==> src/rtl/div_ctrl.sv <==
// Fractional clock divider controller: a 32-bit phase accumulator
// run in bursts or continuously, with glitch-free step updates.
//
// Ports:
//   clk, rst        - clock, async active-high reset
//   cfg_valid/step  - step-update request (K, fo = K*fc/2^32)
//   cfg_ready       - step update can be accepted this cycle
//   start/burst_len - run request; burst_len periods, 0 = continuous
//   stop            - stop at the next period boundary
//   clk_out, tick   - divided clock and per-period pulse
//   busy, done      - running flag and end-of-run pulse
module div_ctrl #(
    parameter logic [31:0] RST_STEP = 32'h8000_0000,
    parameter int          CNT_W    = 16
) (
    input  logic             clk,
    input  logic             rst,
    input  logic             cfg_valid,
    input  logic [31:0]      cfg_step,
    output logic             cfg_ready,
    input  logic             start,
    input  logic [CNT_W-1:0] burst_len,
    input  logic             stop,
    output logic             clk_out,
    output logic             tick,
    output logic             busy,
    output logic             done
);

    typedef enum logic [1:0] {
        IDLE,
        RUN,
        STOPPING
    } state_t;

    state_t           state_q, state_d;
    logic [31:0]      acc_q, acc_d;
    logic [31:0]      step_q, step_d;
    logic [31:0]      shadow_q, shadow_d;
    logic             pend_q, pend_d;
    logic [CNT_W-1:0] rem_q, rem_d;
    logic             clk_out_q, clk_out_d;
    logic             tick_q, tick_d;
    logic             done_q, done_d;
    logic             busy_q, busy_d;

    logic [32:0]      sum;
    logic             carry;
    logic             idle;
    logic             cfg_acc;

    assign idle      = (state_q == IDLE);
    assign cfg_ready = idle || !pend_q;
    assign cfg_acc   = cfg_valid && cfg_ready;
    assign sum       = {1'b0, acc_q} + {1'b0, step_q};
    assign carry     = sum[32];

    always_comb begin
        state_d   = state_q;
        acc_d     = acc_q;
        step_d    = step_q;
        shadow_d  = shadow_q;
        pend_d    = pend_q;
        rem_d     = rem_q;
        clk_out_d = 1'b0;
        tick_d    = 1'b0;

        case (state_q)
            IDLE: begin
                if (cfg_acc) begin
                    step_d = cfg_step;
                end
                // Acceptance is judged on the step in force now.
                if (start && (step_q != '0)) begin
                    state_d = RUN;
                    acc_d   = '0;
                    rem_d   = burst_len;
                end
            end

            RUN, STOPPING: begin
                acc_d     = sum[31:0];
                clk_out_d = sum[31];
                tick_d    = carry;

                if ((state_q == RUN) && stop) begin
                    state_d = STOPPING;
                end

                // pend_q and cfg_acc are never both set here,
                // since cfg_ready is low while a shadow is pending.
                if (cfg_acc) begin
                    shadow_d = cfg_step;
                    pend_d   = 1'b1;
                end

                if (carry) begin
                    if (pend_q) begin
                        step_d = shadow_q;
                        pend_d = 1'b0;
                    end
                    // Final burst carry beats a coincident stop.
                    if ((state_q == STOPPING) ||
                        (rem_q == CNT_W'(1))) begin
                        state_d = IDLE;
                    end else if (rem_q != '0) begin
                        rem_d = rem_q - CNT_W'(1);
                    end
                end

                // Leaving the run: park the accumulator and retire
                // any deferred step so IDLE holds no pending update.
                if (state_d == IDLE) begin
                    acc_d     = '0;
                    clk_out_d = 1'b0;
                    rem_d     = '0;
                    pend_d    = 1'b0;
                    if (cfg_acc) begin
                        step_d = cfg_step;
                    end else if (pend_q) begin
                        step_d = shadow_q;
                    end
                end
            end

            default: begin
                state_d = IDLE;
                acc_d   = '0;
            end
        endcase

        busy_d = (state_d != IDLE);
        done_d = !idle && (state_d == IDLE);
    end

    always_ff @(posedge clk or posedge rst) begin
        if (rst) begin
            state_q   <= IDLE;
            acc_q     <= '0;
            step_q    <= RST_STEP;
            shadow_q  <= '0;
            pend_q    <= 1'b0;
            rem_q     <= '0;
            clk_out_q <= 1'b0;
            tick_q    <= 1'b0;
            done_q    <= 1'b0;
            busy_q    <= 1'b0;
        end else begin
            state_q   <= state_d;
            acc_q     <= acc_d;
            step_q    <= step_d;
            shadow_q  <= shadow_d;
            pend_q    <= pend_d;
            rem_q     <= rem_d;
            clk_out_q <= clk_out_d;
            tick_q    <= tick_d;
            done_q    <= done_d;
            busy_q    <= busy_d;
        end
    end

    assign clk_out = clk_out_q;
    assign tick    = tick_q;
    assign busy    = busy_q;
    assign done    = done_q;

endmodule

==> config.mk <==
export PLATFORM = sky130hd
export DESIGN_NAME = div_ctrl
export DESIGN_NICKNAME = d
export VERILOG_FILES = /design/src/rtl/div_ctrl.sv
export SDC_FILE = /design/constraint.sdc
export NUM_CORES = 1
export LEC_CHECK = 0
export ABC_AREA = 0
export BUFFER_PORTS_ARGS = -buffer_cell sky130_fd_sc_hd__buf_2
export CAP_MARGIN = 20
export CORE_MARGIN = 2
export CORE_UTILIZATION = 40
export CTS_BUF_LIST = sky130_fd_sc_hd__clkbuf_4 sky130_fd_sc_hd__clkbuf_8
export CTS_CLUSTER_DIAMETER = 150
export DETAILED_ROUTE_END_ITERATION = 7
export PLACE_DENSITY = 0.65
export REMOVE_ABC_BUFFERS = 1
export SETUP_SLACK_MARGIN = 0.02
export SLEW_MARGIN = 20
export SYNTH_ARGS = -nofsm -noshare
export SYNTH_HDL_FRONTEND = slang
export SYNTH_SLANG_ARGS = --single-unit
==> constraint.sdc <==
create_clock -name clk -period 9 [get_ports clk]
set_clock_uncertainty 0.15 [all_clocks]
set_input_delay 1.35 -clock clk [delete_from_list [all_inputs] [get_ports clk]]
set_output_delay 1.35 -clock clk [all_outputs]
set_load 0.02 [all_outputs]
Yosys cells after proc, flatten, opt, wreduce, memory -nomap -nowiden

Cells that the tools add are included.

Memories kept: 0
Output and inout port bits: 5
RAM bits: 0
Bits in read-only memories: 0
Bits in latches: 0
Flip-flop bits (word level): 119

Equal/unequal tests: 8
Multipliers: 0
Bitwise operators: 0
Add/sub/neg operators: 2
Reductions and logical operators: 19
Mux-type cells: 29
Shift-type cells: 0
Divide/modulo/power cells: 0
Magnitude comparators: 0

Operators with widths:

| cell                                                  | count |
|---|---|
| 2-to-1 mux 32 bit                                     | 8 |
| case mux 32 bit (2 select lines)                      | 2 |
| 2-to-1 mux 16 bit                                     | 5 |
| adder 32 x 32 -> 33 bit                               | 1 |
| case mux 16 bit (2 select lines)                      | 1 |
| nonzero test 32 bit                                   | 1 |
| equality test 16 x 1 -> 1 bit (second input constant) | 1 |
| nonzero test 16 bit                                   | 1 |
| subtractor 16 x 1 -> 16 bit (second input constant)   | 1 |
| 2-to-1 mux 2 bit                                      | 5 |
| != test 3 bit (second input constant)                 | 3 |
| 2-to-1 mux 1 bit                                      | 7 |
| zero test 2 bit                                       | 3 |
| AND reduction 5 bit                                   | 1 |
| logical AND 1 bit                                     | 4 |
| != test 2 x 1 -> 1 bit (second input constant)        | 2 |
| case mux 2 bit (2 select lines)                       | 1 |
| AND reduction 2 bit                                   | 2 |
| nonzero test 2 bit                                    | 2 |
| equality test 2 x 1 -> 1 bit (second input constant)  | 1 |
| equality test 2 bit (second input constant)           | 1 |
| zero test 1 bit                                       | 2 |
| logical OR 1 bit                                      | 2 |
| OR reduction 2 bit                                    | 1 |

Depth between registers and ports, before layout

Gate-level depths: netlist of the first run.

Word-level depth: 9
Mapped depth: 13

Worst setup path before layout of the first run

OpenSTA, ideal clock, no wires.

Path kind: register -> register
From: register (tool-made name)
To: register rem_q[12]
Cell stages (with the launch flop): 13
Setup slack: 5985 ps
Arrival time: 2738 ps
Setup time: 126 ps
Clock period less this slack: 3015 ps
Cell sequence: dfrtp_1 > ha_1 > inv_1 > fa_1 > nand2b_1 > a21oi_1 > o311a_1 > o211a_1 > o21ai_1 > a21oi_1 > clkbuf_1 > a31oi_1 > o32a_1

RTL lines:

| element              | line | source |
|---|---|---|
| to (signal assigned) | 154  | `rem_q <= rem_d;` |
| to (decl)            | 41   | `logic [CNT_W-1:0] rem_q, rem_d;` |

Worst setup path in the final report of the first run

From: register state_q[1]
To: register acc_q[31]

Word-level cells in the longest chain between the ends: 9
Elaborated cells on any way between the ends: 14
Those cells by class: eq/ne (3); mux (6); reduce/logical (5)

RTL lines:

| element                          | line   | source |
|---|---|---|
| from (decl)                      | 36     | `state_t state_q, state_d;` |
| from (signal assigned)           | 149    | `state_q <= state_d;` |
| equality test 2 x 1 -> 1 bit     | 68, 86 |  |
| logical AND 1 bit                | 86     | `if ((state_q == RUN) && stop) begin` |
| 2-to-1 mux 2 bit                 | 86     |  |
| 2-to-1 mux 2 bit                 | 103    | `if ((state_q == STOPPING) \|\|` |
| 2-to-1 mux 2 bit                 | 97     | `if (carry) begin` |
| 2-to-1 mux 2 bit                 | 68     | `case (state_q)` |
| zero test 2 bit                  | 113    | `if (state_d == IDLE) begin` |
| 2-to-1 mux 32 bit                | 113    |  |
| case mux 32 bit (2 select lines) | 68     |  |
| to (signal assigned)             | 139    | `acc_q <= '0;` |
| to (signal assigned)             | 150    | `acc_q <= acc_d;` |
| to (decl)                        | 37     | `logic [31:0] acc_q, acc_d;` |

Several ways; a longest one is shown, not always the timed one. The select of a mux whose other input is x is not followed.
A chain may end at the register's enable or synchronous reset.

==> flow_metrics.env, run 1 <==
export IMPL_antennaDiodeCount=0
export IMPL_power_density_mw_per_mm2=383
export IMPL_hp_class="reg2reg"
export IMPL_end_kind="flip-flop"
export IMPL_swShare_pct=43.5
export IMPL_yosysSeqAreaShare_pct=42.1
export IMPL_die_area_mm2=0.0188
export IMPL_synth_area_per_cell_um2=10.0
export IMPL_totalPowerFinal_w=0.00305
export IMPL_syn_inst=707
export IMPL_netlist_area_mm2=0.00708
export IMPL_place_congestion=0.898
export IMPL_tightest_slew_ns=1.13
export IMPL_final_nets=845
export IMPL_via_per_inst=5.81
export IMPL_setup_tns_final_ns=0
export IMPL_p_int_w=0.00172
export IMPL_placed_area_mm2=0.00755
export IMPL_p_clk_share_pct=16.3
export IMPL_postCtsSetupBuffers=0
export IMPL_numCtsBuffers=17
export IMPL_synth_area_top_cells="dfrtp_1, ha_1, mux2_2"
export IMPL_dr_pass1_iters=5
export IMPL_post_cts_resized=0
export IMPL_postCtsHoldBufs=0
export IMPL_synth_top_area_cell="dfrtp_1"
export IMPL_yosysWarnings=0
export IMPL_combPwrFrac_pct=52.7
export IMPL_area_growth_pct=12.4
export IMPL_final_max_slew_viol_count=0
export IMPL_dpl_hpwl_um=11900
export IMPL_num_io_pins=58
export IMPL_final_util_pct=46.0
export IMPL_p_sw_w=0.00133
export IMPL_final_cell_area_mm2=0.00796
export IMPL_ff_latch_area_mm2=0.00298
export IMPL_antenna_found_initial=0
export IMPL_critical_path_peak_fanout=67
export IMPL_crit_end="acc_q[31]$_DFFE_PP0P_"
export IMPL_drc=0
export IMPL_ys_flop_type="dfrtp_1"
export IMPL_leakagePower_nw=3.70
export IMPL_hold_slack_ns=0.338
export IMPL_dr_first_iter_drc_count=380
export IMPL_fin_crit_ns=3.77
export IMPL_synth_top_area_share_pct=41.7
export IMPL_setup_viol=0
export IMPL_run_status="complete, no violations"
export IMPL_timing_final_crit_share_pct=41.9
export IMPL_grt_pass1_vias=5565
export IMPL_wl_per_cell_um=17.5
export IMPL_r2r_cells=8
export IMPL_wl_um=17400
export IMPL_clk_path_buf_depth=2
export IMPL_async_flop_share_pct=100
export IMPL_path_clk_slew_ns=0.07
export IMPL_finalHoldViolations=0
export IMPL_root_buffer="clkbuf_8"
export IMPL_maxCapViolations=0
export IMPL_io_buffers=57
export IMPL_max_vdd_ir_drop_mv=0.169
export IMPL_r2r_start="state_q[1]$_DFF_PP0_"
export IMPL_rows=48
export IMPL_synth_edff_count=0
export IMPL_setup_worst_path_class="reg2reg"
export IMPL_synth_cell_type_count=70
export IMPL_ctsHtreeMaxLevel=4
export IMPL_synthTopCellsByCount="dfrtp_1, nand2_1, a21oi_1, and3_1, ha_1"
export IMPL_rsz0062_at_grt="no"
export IMPL_fp_dieW_um=137
export IMPL_cts_tree="built"
export IMPL_initial_core_util_pct=40.9
export IMPL_reg2reg_slack_ns=5.23
export IMPL_multi_input_area_mm2=0.00389
export IMPL_drive_gt1_share_pct=18.8
export IMPL_max_freq_ghz=0.265
export IMPL_cp_startpoint="state_q[1]$_DFF_PP0_"
export IMPL_critPathRequiredTime_ns=9.23
export IMPL_pwr_share_seq_pct=31.0
export IMPL_grt_overflow_total=0
export IMPL_grt_max_degree=68
export IMPL_cts_sinks=119
export IMPL_antenna_left=0
export IMPL_reg2reg_to="acc_q[31]$_DFFE_PP0P_"
export IMPL_die_y_um=137
export IMPL_grt_pass1_wl_um=28400
export IMPL_fillCellCount=1667
export IMPL_clk_latency_ns=0.45
export IMPL_timing_slew_headroom_pct=24.5
export IMPL_track_usage_pct=19.5
export IMPL_coreArea_mm2=0.0173
export IMPL_crit_path_start_kind="flip-flop"
export IMPL_arrival_ns=4.00
export IMPL_synthMostInstantiatedCell="dfrtp_1"
export IMPL_dr_total_vias=5754
export IMPL_ys_seq_elements=119
per-stage QoR:
step | worst slack [ns] | cells
3_5_place_dp | 5.30 | 959
2_1_floorplan | 4.34 | 672
3_3_place_gp | 5.36 | 959
4_1_cts | 5.26 | 991
5_1_grt | 4.97 | 991
6_report | 5.23 | 991
routing by layer:
metal	part of all wire, %	wire [µm]	global-route usage [%]	vias to the layer above
met1	48	8400	27.2	2813
met5	0	0	0	-
met4	1.9	333	6.99	0
li1	-	-	-	2794
met2	46	8060	30.4	125
met3	3.3	576	3.19	22
worst min path at each step:
stage	startpoint	endpoint	slack, ns	depth (start not counted)
final	acc_q[4]$_DFFE_PP0P_	acc_q[4]$_DFFE_PP0P_	0.34	2
after global routing	acc_q[2]$_DFFE_PP0P_	acc_q[2]$_DFFE_PP0P_	0.36	2
after CTS	acc_q[2]$_DFFE_PP0P_	acc_q[2]$_DFFE_PP0P_	0.34	2
after detailed placement	acc_q[29]$_DFFE_PP0P_	acc_q[29]$_DFFE_PP0P_	0.32	2
after global placement	acc_q[15]$_DFFE_PP0P_	acc_q[15]$_DFFE_PP0P_	0.32	2
after floorplan	acc_q[20]$_DFFE_PP0P_	acc_q[20]$_DFFE_PP0P_	0.30	2
power groups by stage:
| stage | Combinational, W | Sequential [W] | Clock [W] |
|---|---|---|---|
| 6_report | 0.00161 | 0.000947 | 0.000496 |
| 5_1_grt | 0.00178 | 0.000976 | 0.000530 |
| 4_1_cts | 0.00161 | 0.000947 | 0.000509 |
| 3_5_place_dp | 0.00160 | 0.000953 | 0 |
| 3_3_place_gp | 0.00158 | 0.000951 | 0 |
| 2_1_floorplan | 0.00121 | 0.000899 | 0 |
critical path, cell delays in order (launching register included):
cell and delay (ns):
dfrtp_1 0.42, inv_1 0.12, ha_1 0.54, clkinv_1 0.54, a31oi_1 0.55, o21ai_2 0.14
or2_4 0.52, nor2_2 0.47, a32o_1 0.24
logic make-up (layout without fill, tap and decap cells):
family,after synthesis,in the layout,share of synthesized area (%)
AOI/OAI and AO/OA,226,226,24.0
xor gates and xnor gates,23,23,2.84
adders and majority gates,39,39,7.00
buffers and inverters,54,113,3.29
DFF,119,119,42.1
muxes,34,34,5.37
and+or+nand+nor,212,212,15.4
cell usage in the layout, fill, tap and decap left out, drive strengths merged, types with 4 or more instances in the layout:
master and instances:
a32o 10, a21o 15, nor4 9, inv 18, nand2b 8, and2 5, nor2 34, a22o 8
xnor2 10, o41ai 6, a211oi 9, nor2b 5, nand4 14, a31oi 10, xor2 13, mux2 32
nand3 16, clkinv 5, buf 62, nor3 10, ha 38, nand2 62, and3 40, o2bb2ai 4
clkbuf 24, o21a 9, o21ai 34, dfrtp 118, o32a 4, o31ai 18, a221o 32, o21bai 5
a21oi 40
area by class of cell:
| type | instances | area share, % |
|---|---|---|
| flip-flops and latches | 119 | 37.4 |
| clock inverters | 8 | 1.19 |
| multi-input cells | 534 | 48.9 |
| repair buffers | 62 | 4.06 |
| inverters | 19 | 0.928 |
| clock buffers | 24 | 3.92 |
| well taps | 225 | 3.54 |
No activity file was read; power rests on OpenSTA's default activity.
==> run 2, diff against run 1 <==
==> constraint.sdc (replaced) <==
create_clock -name clk -period 3.9 [get_ports clk]
set_clock_uncertainty 0.15 [all_clocks]
set_input_delay 0.585 -clock clk [delete_from_list [all_inputs] [get_ports clk]]
set_output_delay 0.585 -clock clk [all_outputs]
set_load 0.02 [all_outputs]
==> run 2 against run 1 <==
Clock-buffer cell count decreased by 6. Via count increased by 1.7%. First-iteration DRC count increased by 1.8%. Total power increased by 140%. Fmax increased by 6.9%. Clock power increased by 140%. Critical path depth increased by 4. Sequential power increased by 130%. Non-clock buffer count increased by 12. Register-to-register slack got worse by 4.9 ns. Sequential cell count unchanged. Highest routed layer unchanged.
==> flow_metrics.env, run 2 (synthesis gave the netlist of run 1 again) <==
export IMPL_leakagePower_nw=3.75
export IMPL_crit_path_start_kind="flip-flop"
export IMPL_mostFrequentLayoutCells="dfrtp_1, nand2_1, buf_2"
export IMPL_root_buffer="clkbuf_8"
export IMPL_antenna_left=0
export IMPL_place_congestion=0.902
export IMPL_io_buffers=57
export IMPL_cts_tree="built"
export IMPL_ctsHtreeMaxLevel=4
export IMPL_finalHoldViolations=0
export IMPL_placed_cells=971
export IMPL_num_io_pins=58
export IMPL_hp_class="in2async"
export IMPL_max_vdd_ir_drop_mv=0.395
export IMPL_placed_area_mm2=0.00765
export IMPL_path_clk_slew_ns=0.07
export IMPL_rsz0062_at_grt="no"
export IMPL_grt_overflow_total=0
export IMPL_end_kind="flip-flop"
export IMPL_track_usage_pct=19.8
export IMPL_critPathSlowestCell="or2_4"
export IMPL_wl_per_cell_um=17.4
export IMPL_fp_dieW_um=137
export IMPL_use_met3_pct=4.00
export IMPL_final_common_cell="dfrtp_1"
export IMPL_timing_final_crit_share_pct=90.5
export IMPL_run_status="complete, no violations"
export IMPL_post_cts_resized=0
export IMPL_tightest_slew_ns=0.835
export IMPL_grt_max_degree=65
export IMPL_antennaDiodeCount=0
export IMPL_drive_gt1_share_pct=19.9
export IMPL_critPathRequiredTime_ns=4.14
export IMPL_coreArea_mm2=0.0173
export IMPL_final_cells=1002
export IMPL_use_met1_pct=27.1
export IMPL_die_y_um=137
export IMPL_critPathTopFamily="compound AO/OA/AOI/OAI gates"
export IMPL_antenna_found_initial=0
export IMPL_final_max_slew_viol_count=0
export IMPL_max_freq_ghz=0.283
export IMPL_setup_viol=0
export IMPL_maxCapViolations=0
export IMPL_final_util_pct=46.7
export IMPL_hold_slack_ns=0.163
export IMPL_clk_latency_ns=0.45
export IMPL_grt_pass1_vias=5636
export IMPL_clk_path_buf_depth=2
export IMPL_setup_worst_path_class="reg2reg"
export IMPL_cpPeakStageDelay_ns=0.44
export IMPL_via_per_inst=5.84
export IMPL_rows=48
export IMPL_final_cell_area_mm2=0.00808
export IMPL_initial_core_util_pct=40.9
export IMPL_die_area_mm2=0.0188
export IMPL_dr_pass1_iters=5
export IMPL_dpl_hpwl_um=12100
export IMPL_power_density_mw_per_mm2=894
export IMPL_totalPowerFinal_w=0.00722
export IMPL_dr_total_vias=5853
export IMPL_crit_buf_inv=2
export IMPL_drc=0
export IMPL_grt_pass1_wl_um=29000
export IMPL_timing_slew_headroom_pct=44.4
export IMPL_final_nets=857
export IMPL_arrival_ns=3.77
export IMPL_dr_first_iter_drc_count=387
export IMPL_postCtsHoldBufs=0
export IMPL_cts_sinks=119
export IMPL_use_met2_pct=31.6
export IMPL_area_growth_pct=14.1
export IMPL_postCtsSetupBuffers=0
export IMPL_wl_um=17400
export IMPL_fin_crit_ns=3.53
export IMPL_worstPathCellList="ha_1, inv_1, fa_1, nand2b_1, a21oi_1, o311a_1, o211ai_2, a211oi_4, or2_4, buf_4, and3_1, a221o_1"
export IMPL_fillCellCount=1655
export IMPL_numCtsBuffers=17
export IMPL_critical_path_peak_fanout=34
export IMPL_busiest_layer="met2"
## run 2: layout make-up
cell class                 count  area, µm²  share of cell area, %
clock buffer                  18        241                   2.99
timing repair buffer          74        425                   5.27
clock inverter                13        181                   2.25
inverter                      19       73.8                  0.914
tap                          225        282                   3.49
sequential                   119       2980                   36.9
multi-input combinational    534       3890                   48.2
## run 2: final timing paths
| check | startpoint | endpoint | slack, ns | cells after the start |
|---|---|---|---|---|
| setup / recovery | flip-flop | flip-flop | 0.37 | 12 |
| hold / removal | rst | shadow_q[27]$_DFFE_PP0P_ | 0.16 | 2 |
| setup reg to reg | flip-flop | flip-flop | 0.37 | 12 |
| hold reg to reg | acc_q[10]$_DFFE_PP0P_ | acc_q[10]$_DFFE_PP0P_ | 0.34 | 2 |
| max in group asynchronous | rst | acc_q[21]$_DFFE_PP0P_ | 2.66 | 3 |
| min in group clk | burst_len[6] | rem_q[6]$_DFFE_PP0P_ | 0.21 | 3 |
## run 2: routing by layer
layer / vias up / part of all wire, %
li1: 2826 / -
met1: 2889 / 48
met2: 117 / 47
met3: 21 / 2.8
met4: 0 / 1.5
met5: - / 0
## run 2: per-stage QoR
stage | TNS, ns | setup slack, ns
global route | 0 | 0.141
finish | 0 | 0.371
CTS | 0 | 0.386
detailed placement | 0 | 0.409
floorplan | -15.90 | -0.515
global placement | 0 | 0.490
## run 2: where the power goes
part	total [W]	internal [W]	switching, W
clock	0.00121	0.000695	0.000516
combinational	0.00382	0.00163	0.00219
sequential	0.00219	0.00178	0.000413
total	0.00722	0.00410	0.00312
## run 2: worst reg2reg max path, delay by kind of cell (launching register included)
kind | cells | cell delay (ns)
and+or+nand+nor | 3 | 0.80
buffers and inverters | 2 | 0.38
adders and majority gates | 2 | 0.57
AOI/OAI and AO/OA | 5 | 1.19
DFF | 1 | 0.37
